--- src/rtl/sram_controller_if.sv ---
// Pipeline-side request/response bus of the SRAM controller: one 32-bit
// load or store request and the ready/read_data response.
interface sram_controller_if;
  logic        rd_en;
  logic        wr_en;
  logic [31:0] address;
  logic [31:0] write_data;
  logic [31:0] read_data;
  logic        ready;

  modport master (
    output rd_en, wr_en, address, write_data,
    input  read_data, ready
  );

  modport slave (
    input  rd_en, wr_en, address, write_data,
    output read_data, ready
  );
endinterface

--- src/rtl/sram_controller.sv ---
// Splits a 32-bit load/store into two timed half-word accesses to an
// asynchronous 16-bit SRAM, holding ready low so the pipeline freezes.
//
// state | meaning
// IDLE  | no access in flight; a request is accepted on the next edge
// LOW   | half-word 0 access, held ACCESS_CYCLES cycles
// HIGH  | half-word 1 access, held ACCESS_CYCLES cycles
// DONE  | one-cycle completion; ready high, read_data valid
module sram_controller #(
  parameter int unsigned DATA_BASE     = 1024,
  parameter int          SRAM_ADDR_W   = 18,
  parameter int          ACCESS_CYCLES = 5
) (
  input  logic                   clk,
  input  logic                   rst,
  sram_controller_if.slave       bus,
  output logic [SRAM_ADDR_W-1:0] sram_addr,
  output logic [15:0]            sram_dq_out,
  input  logic [15:0]            sram_dq_in,
  output logic                   sram_dq_oe,
  output logic                   sram_we_n
);

  typedef enum logic [1:0] {IDLE, LOW, HIGH, DONE} state_t;

  localparam logic [31:0] BASE = 32'(DATA_BASE);
  localparam logic [3:0]  LAST = 4'(ACCESS_CYCLES - 1);

  state_t      state;
  logic [3:0]  cnt;
  logic        op_wr;
  logic [31:0] addr_q;
  logic [31:0] data_q;

  // Byte address to half-word-pair index; upper bits drop so accesses wrap.
  function automatic logic [SRAM_ADDR_W-2:0] word_of(input logic [31:0] a);
    return (SRAM_ADDR_W-1)'((a - BASE) >> 2);
  endfunction

  assign bus.ready = ((state == IDLE) && !(bus.rd_en || bus.wr_en)) || (state == DONE);

  always_ff @(posedge clk) begin
    if (rst) begin
      state         <= IDLE;
      cnt           <= 4'd0;
      op_wr         <= 1'b0;
      addr_q        <= 32'd0;
      data_q        <= 32'd0;
      bus.read_data <= 32'd0;
      sram_addr     <= '0;
      sram_dq_out   <= 16'd0;
      sram_dq_oe    <= 1'b0;
      sram_we_n     <= 1'b1;
    end else begin
      case (state)
        IDLE: begin
          if (bus.wr_en || bus.rd_en) begin
            op_wr       <= bus.wr_en;
            addr_q      <= bus.address;
            data_q      <= bus.write_data;
            cnt         <= 4'd0;
            state       <= LOW;
            // Pad outputs are registered, so they are set up for LOW here.
            sram_addr   <= {word_of(bus.address), 1'b0};
            sram_we_n   <= ~bus.wr_en;
            sram_dq_oe  <= bus.wr_en;
            sram_dq_out <= bus.wr_en ? bus.write_data[15:0] : 16'd0;
          end
        end
        LOW: begin
          if (cnt != LAST) begin
            cnt <= cnt + 4'd1;
          end else begin
            cnt         <= 4'd0;
            state       <= HIGH;
            sram_addr   <= {word_of(addr_q), 1'b1};
            sram_dq_out <= op_wr ? data_q[31:16] : 16'd0;
            if (!op_wr) bus.read_data[15:0] <= sram_dq_in;
          end
        end
        HIGH: begin
          if (cnt != LAST) begin
            cnt <= cnt + 4'd1;
          end else begin
            cnt         <= 4'd0;
            state       <= DONE;
            sram_we_n   <= 1'b1;
            sram_dq_oe  <= 1'b0;
            sram_dq_out <= 16'd0;
            if (!op_wr) bus.read_data[31:16] <= sram_dq_in;
          end
        end
        DONE:    state <= IDLE;
        default: state <= IDLE;
      endcase
    end
  end

endmodule

--- src/flat_wrapper.sv ---
// flat-port wrapper written by rule: the top's interface ports become plain ports
module sram_controller_flat 
#(
  parameter int unsigned DATA_BASE     = 1024,
  parameter int          SRAM_ADDR_W   = 18,
  parameter int          ACCESS_CYCLES = 5
)
  (clk, rst, sram_addr, sram_dq_out, sram_dq_in, sram_dq_oe, sram_we_n, bus_rd_en, bus_wr_en, bus_address, bus_write_data, bus_read_data, bus_ready);
  sram_controller_if bus_i ();
  input  logic clk;
  input  logic rst;
  output logic [SRAM_ADDR_W-1:0] sram_addr;
  output logic [15:0] sram_dq_out;
  input  logic [15:0] sram_dq_in;
  output logic sram_dq_oe;
  output logic sram_we_n;
  input wire logic [$bits(bus_i.rd_en)-1:0] bus_rd_en;
  input wire logic [$bits(bus_i.wr_en)-1:0] bus_wr_en;
  input wire logic [$bits(bus_i.address)-1:0] bus_address;
  input wire logic [$bits(bus_i.write_data)-1:0] bus_write_data;
  output wire logic [$bits(bus_i.read_data)-1:0] bus_read_data;
  output wire logic [$bits(bus_i.ready)-1:0] bus_ready;
  assign bus_i.rd_en = bus_rd_en;
  assign bus_i.wr_en = bus_wr_en;
  assign bus_i.address = bus_address;
  assign bus_i.write_data = bus_write_data;
  assign bus_read_data = bus_i.read_data;
  assign bus_ready = bus_i.ready;
  sram_controller #(.DATA_BASE(DATA_BASE), .SRAM_ADDR_W(SRAM_ADDR_W), .ACCESS_CYCLES(ACCESS_CYCLES)) u_core (.clk(clk), .rst(rst), .bus(bus_i), .sram_addr(sram_addr), .sram_dq_out(sram_dq_out), .sram_dq_in(sram_dq_in), .sram_dq_oe(sram_dq_oe), .sram_we_n(sram_we_n));
endmodule
--- config.mk ---
export PLATFORM = sky130hd
export DESIGN_NAME = sram_controller_flat
export DESIGN_NICKNAME = d
export VERILOG_FILES = /design/src/rtl/sram_controller_if.sv /design/src/rtl/sram_controller.sv /design/src/flat_wrapper.sv
export SDC_FILE = /design/constraint.sdc
export NUM_CORES = 1
export LEC_CHECK = 0
export ABC_AREA = 1
export CELL_PAD_IN_SITES_DETAIL_PLACEMENT = 1
export CELL_PAD_IN_SITES_GLOBAL_PLACEMENT = 2
export CORE_ASPECT_RATIO = 0.6
export CORE_MARGIN = 2
export CORE_UTILIZATION = 22
export DETAILED_ROUTE_END_ITERATION = 8
export PLACE_DENSITY_LB_ADDON = 0.1
export SLEW_MARGIN = 20
export SYNTH_ARGS = -nofsm -noshare
export SYNTH_HDL_FRONTEND = slang
export SYNTH_SLANG_ARGS = --single-unit
export TNS_END_PERCENT = 1
--- constraint.sdc ---
create_clock -name clk -period 1.6 [get_ports clk]
set_input_delay 0.16 -clock clk [delete_from_list [all_inputs] [get_ports clk]]
set_output_delay 0.16 -clock clk [all_outputs]
set_load 0.01 [all_outputs]
=== After elaboration in Yosys (flattened, before gate mapping) ===
Cells that the tools add are included.

* Add/subtract/negate cells: 3
* Muxes and demuxes: 22
* Bitwise operators: 3
* Eq/ne operators: 7
* Reduce and logical (&&, ||, !) cells: 18

{| class="wikitable"
|+ Operators with widths
! operator !! count
|-
| $mux 16 || 5
|-
| $pmux 16 s3 || 1
|-
| $sub 19x11->19 const B || 2
|-
| $mux 18 || 2
|-
| $pmux 18 s2 || 1
|-
| $reduce_and 3->1 || 5
|-
| $mux 4 || 2
|-
| $pmux 2 s4 || 1
|-
| $pmux 4 s2 || 1
|-
| $mux 2 || 3
|-
| $ne 2x2->1 const B || 3
|-
| $reduce_bool 2->1 || 3
|-
| $add 4x1->4 const B || 1
|-
| $eq 2x2->1 const B || 2
|-
| $mux 1 || 4
|-
| $ne 4x3->1 const B || 1
|-
| $pmux 1 s2 || 2
|-
| $reduce_and 2->1 || 2
|-
| $reduce_and 4->1 || 1
|-
| $not 1->1 || 3
|-
| $reduce_bool 3->1 || 1
|-
| $eq 2x1->1 const B || 1
|-
| $logic_not 2->1 || 1
|-
| $logic_or 1x1->1 || 2
|-
| other kinds (3) || 3
|}

* Register bits after elaboration: 126
* Word-level logic and storage cells: 64
* Input port bits: 84
* Output and inout port bits: 69

=== Longest topological paths before layout ===
* Word-level depth: 4
* Gate-level depth with buffers: 14
* Depth with buffers taken out: 13

=== Worst setup path before layout ===
Ideal clock, no wire load.

* Path kind: reg2reg
* Start point: register u_core.state[1]
* End point: register u_core.sram_addr[13]
* Arrival time: 1712 ps
* Clock period less this slack: 1821 ps
* Stages on the path, launching flop included: 14
* Buffers on the path: 2
* Slack: -221 ps
* Setup time: 109 ps
* Cell sequence: dfxtp_1 > inv_1 > ha_1 > buf_6 > buf_12 > nand2_1 > o21ai_2 > ha_1 > nand3_1 > nor2_2 > xor2_1 > nand2_1 > nand2_1 > inv_1

* Cells in the longest elaborated chain, start to end: 3

{| class="wikitable"
|+ Ends and longest elaborated chain
! element !! line !! source
|-
| start: declaration || sram_controller.sv:29 || <nowiki>state_t state;</nowiki>
|-
| start signal: assignment || sram_controller.sv:44 || <nowiki>state <= IDLE;</nowiki>
|-
| start signal: assignment || sram_controller.sv:62 || <nowiki>state <= LOW;</nowiki>
|-
| start signal: assignment || sram_controller.sv:75 || <nowiki>state <= HIGH;</nowiki>
|-
| $eq 2x1->1 or $logic_not 2->1 (tied branches) || sram_controller.sv:55 || <nowiki>case (state)</nowiki>
|-
| $ne 2x2->1 (no source line) or $reduce_bool 2->1 (tied branches) || n/a ||
|-
| $reduce_and 3->1 (no source line) || n/a ||
|-
| end signal: assignment || sram_controller.sv:64 || <nowiki>sram_addr <= {word_of(bus.address), 1'b0};</nowiki>
|-
| end signal: assignment || sram_controller.sv:76 || <nowiki>sram_addr <= {word_of(addr_q), 1'b1};</nowiki>
|-
| end: declaration || sram_controller.sv:17 || <nowiki>output logic [SRAM_ADDR_W-1:0] sram_addr,</nowiki>
|}

Parallel ways exist; a longest one is shown, timed or not.
A chain may end at the register's enable or synchronous reset.

=== Worst setup path after layout ===
Ends and elaborated chain as after synthesis.

==> flow_summary.yaml <==
cells_and_area:
  layout_common_cells: "clkdlybuf4s50_1 (136), dfxtp_1 (106), nor2_1 (100)"
  fillers: 2614
  final_common_cell: "clkdlybuf4s50_1"
  stdcell_count: 1123
  areaGrowthSynthToFinish_pct: 50.7
  diodes: 0
  drive_gt1_frac: 0.133
  fin_util: 0.335
  nets: 925
worst_setup_path:
  required_ps: 1860
  cp.depth: 12
  crit_buf_inv: 3
  cp_top_family: "simple AND/OR/NAND/NOR gates"
  crit_slowest_cell: "dfxtp_2"
  cp-start-kind: "flip-flop"
  critPathArrivalTime_ps: 1920
  cp_max_fo: 7
  rr_worst_depth: 12
  endpoint_kind: "flip-flop"
  worstPathCellList: "inv_4 -> ha_4 -> inv_4 -> nand2_2 -> nand2_2 -> ha_4 -> nand3_4 -> nor2_4 -> xor2_1 -> nand2_1 -> nand2_1 -> inv_1"
  critPathMaxStageDelay_ps: 360
  critPathKind: "reg2reg"
power:
  power_density_nw_per_um2: 1630
  vdd.ir_drop.worst_uv: 672
  leakage_nw: 2.89
grt:
  grtUsageTotal: 0.147
  gr-usage-met1: 0.219
  grt_pass1_vias: 5053
  grt_remaining_overflow: 0
  antenna_found_initial: 0
  grt_start_max_net_pins: 42
  grt_pass1_wl_mm: 26.9
  grt_use_met2: 0.214
  use_met3: 0.0360
  grt-busiest-layer: "met1"
drt:
  viasPerCell: 4.32
  post_drt_wl_per_cell_um: 14.9
  drt_pass1_iterations: 4
  drt_iter0_markers: 107
  ant_nets: 0
  drc: 0
  wl_mm: 16.7
  vias: 4846
synthesis:
  yosys_warnings: 0
  synth_compound_area_frac: 0.200
  synth_top_area_frac: 0.445
  synth_adder_area_share: 0.0232
  ys_types: 33
  syn_area_um2: 4850
  synth.avg_cell_area_um2: 7.16
  ys_ff_latch: 108
  synth-edff-count: 0
  syn_nets: 771
  synth_top_family_by_area: "simple AND/OR/NAND/NOR gates"
  synth_ff_type: "dfxtp_1"
  synth_xor_area_frac: 0.00361
  ys_async_sr_fraction: 0
  ys_seq_area_frac: 0.445
  synth_top_cell_by_area: "dfxtp_1"
  synthMuxAreaShare: 0
  synth_cells: 678
  synth-simple-area-share: 0.218
  synthTopCellsByArea: "dfxtp_1 (45%), o21ai_0 (12%), nand2_1 (7.7%)"
worst_hold_path:
  holdCritPathClass: "in2reg"
  hold_path_depth: 3
clock_network:
  clock_sinks: 108
  clockBufferDepth: 2
  hold_buffers: 0
  cts_tree: "yes"
  root_buffer: "clkbuf_16"
  cts.clk_slew.worst_paths_ps: 80
  htreeDepth: 3
  cts_buffers: 9
  clkLatencyLatePin_ps: 360
timing:
  layout_setup_ws_ps: -60.8
  final.min_clock_period_ps: 1660
  final.period_utilization: 1.04
  tightest_slew_ps: 465
  hold_viol: 0
  fmax_mhz: 602
  rsz0062_at_grt: "yes"
  skew_ps: 9.68
  slew_headroom: 0.689
  setup_viol: 23
  drv_slew: 0
placed_design:
  io_buffers: 137
  place.gp.congestion: 0.798
  dp_slack_ps: -227
  dp_hpwl_mm: 12.9
  dp_cells: 1104
floorplan:
  pin_count: 153
  fp.coreArea_um2: 21900
  die_height_um: 119
  row_count: 42
  die_area_um2: 23300
  die_w_um: 196
  start_util: 0.222
outcome:
  violations: "negative setup slack"
  status: "complete, but fails checks"
job:
  maxCapViolCount: 0
## path summary, 6_finish.rpt
path	slack (ps)	start	endpoint
worst min-delay path	430	bus_write_data[23]	u_core.data_q[23]
worst max-delay path	-60	u_core.state[1]	u_core.sram_addr[13]
worst min register to register	440	u_core.bus.read_data[16]	u_core.bus.read_data[16]
worst max register to register	-60	u_core.state[1]	u_core.sram_addr[13]
## through the flow
stage	instance area, um2	power, mW	TNS (ps)	hold slack, ps
floorplan	4880	6.85	-254	229
global placement	6780	8.94	-5700	431
detailed placement	6780	9.07	-7680	437
CTS	7240	12.0	-528	421
global route	7310	12.9	-4120	434
finish	7310	11.9	-518	429
## worst min-delay path: cells and delay by family
family | cells | cell delay [ps]
AO/OA/AOI/OAI | 1 | 150
buffers and inverters | 1 | 390
AND/OR/NAND/NOR | 1 | 40
## registers in the layout, indices dropped and copies added, names as in the netlist
register and cells:
u_core.sram_we_n 1, u_core.sram_dq_oe 1, u_core.cnt 4, u_core.sram_dq_out 16, u_core.sram_addr 18, u_core.state 2, u_core.data_q 16, u_core.bus.read_data 32
u_core.addr_q 17, u_core.op_wr 1
## Yosys cell counts (3+ instances only)
| cell | count |
|---|---|
| clkinv_1 | 3 |
| nand3_1 | 28 |
| o21ai_0 | 113 |
| buf_6 | 6 |
| nor2_1 | 100 |
| dfxtp_1 | 108 |
| nand2_2 | 5 |
| nor3_1 | 3 |
| clkbuf_1 | 19 |
| buf_2 | 9 |
| nand2_1 | 100 |
| buf_4 | 3 |
| ha_1 | 9 |
| a21oi_1 | 67 |
| inv_2 | 3 |
| nor2_2 | 4 |
| inv_4 | 3 |
| o21ai_1 | 8 |
| inv_1 | 69 |
## cell type report
| cell class | instances | area (um2) | share of cell area |
|---|---|---|---|
| well taps | 286 | 358 | 0.0489 |
| multi-input cells | 453 | 2320 | 0.317 |
| flip-flops and latches | 108 | 2170 | 0.296 |
| repair buffers | 182 | 1830 | 0.251 |
| clock buffers | 9 | 225 | 0.0308 |
| clock inverters | 7 | 98.8 | 0.0135 |
| inverters | 78 | 313 | 0.0428 |
## repair_timing
action / 4_1_cts / 5_1_grt
endpoints found under the setup margin: 50 / 79
pin swaps: 6 / 5
buffers inserted: 2 / 1
resized for setup: 47 / 30
## report_power, final
| part | internal [mW] | leakage [nW] | total, mW | switching [mW] |
|---|---|---|---|---|
| combinational | 2.50 | 1.84 | 5.64 | 3.14 |
| clock | 1.39 | 0.162 | 2.48 | 1.09 |
| sequential | 3.39 | 0.888 | 3.78 | 0.397 |
## cell families after synthesis
logic type,Yosys count
DFF,108
and+or+nand+nor,250
adders and majority gates,9
AOI/OAI and AO/OA,192
buffers and inverters,117
xor gates and xnor gates,2
## metal layers
| metal | up-vias | share of wire |
|---|---|---|
| li1 | 2488 | - |
| met1 | 2277 | 0.55 |
| met2 | 72 | 0.41 |
| met3 | 9 | 0.037 |
| met4 | 0 | 0.0082 |
| met5 | - | 0 |
Note: power is estimated with default switching activity, not from simulation.
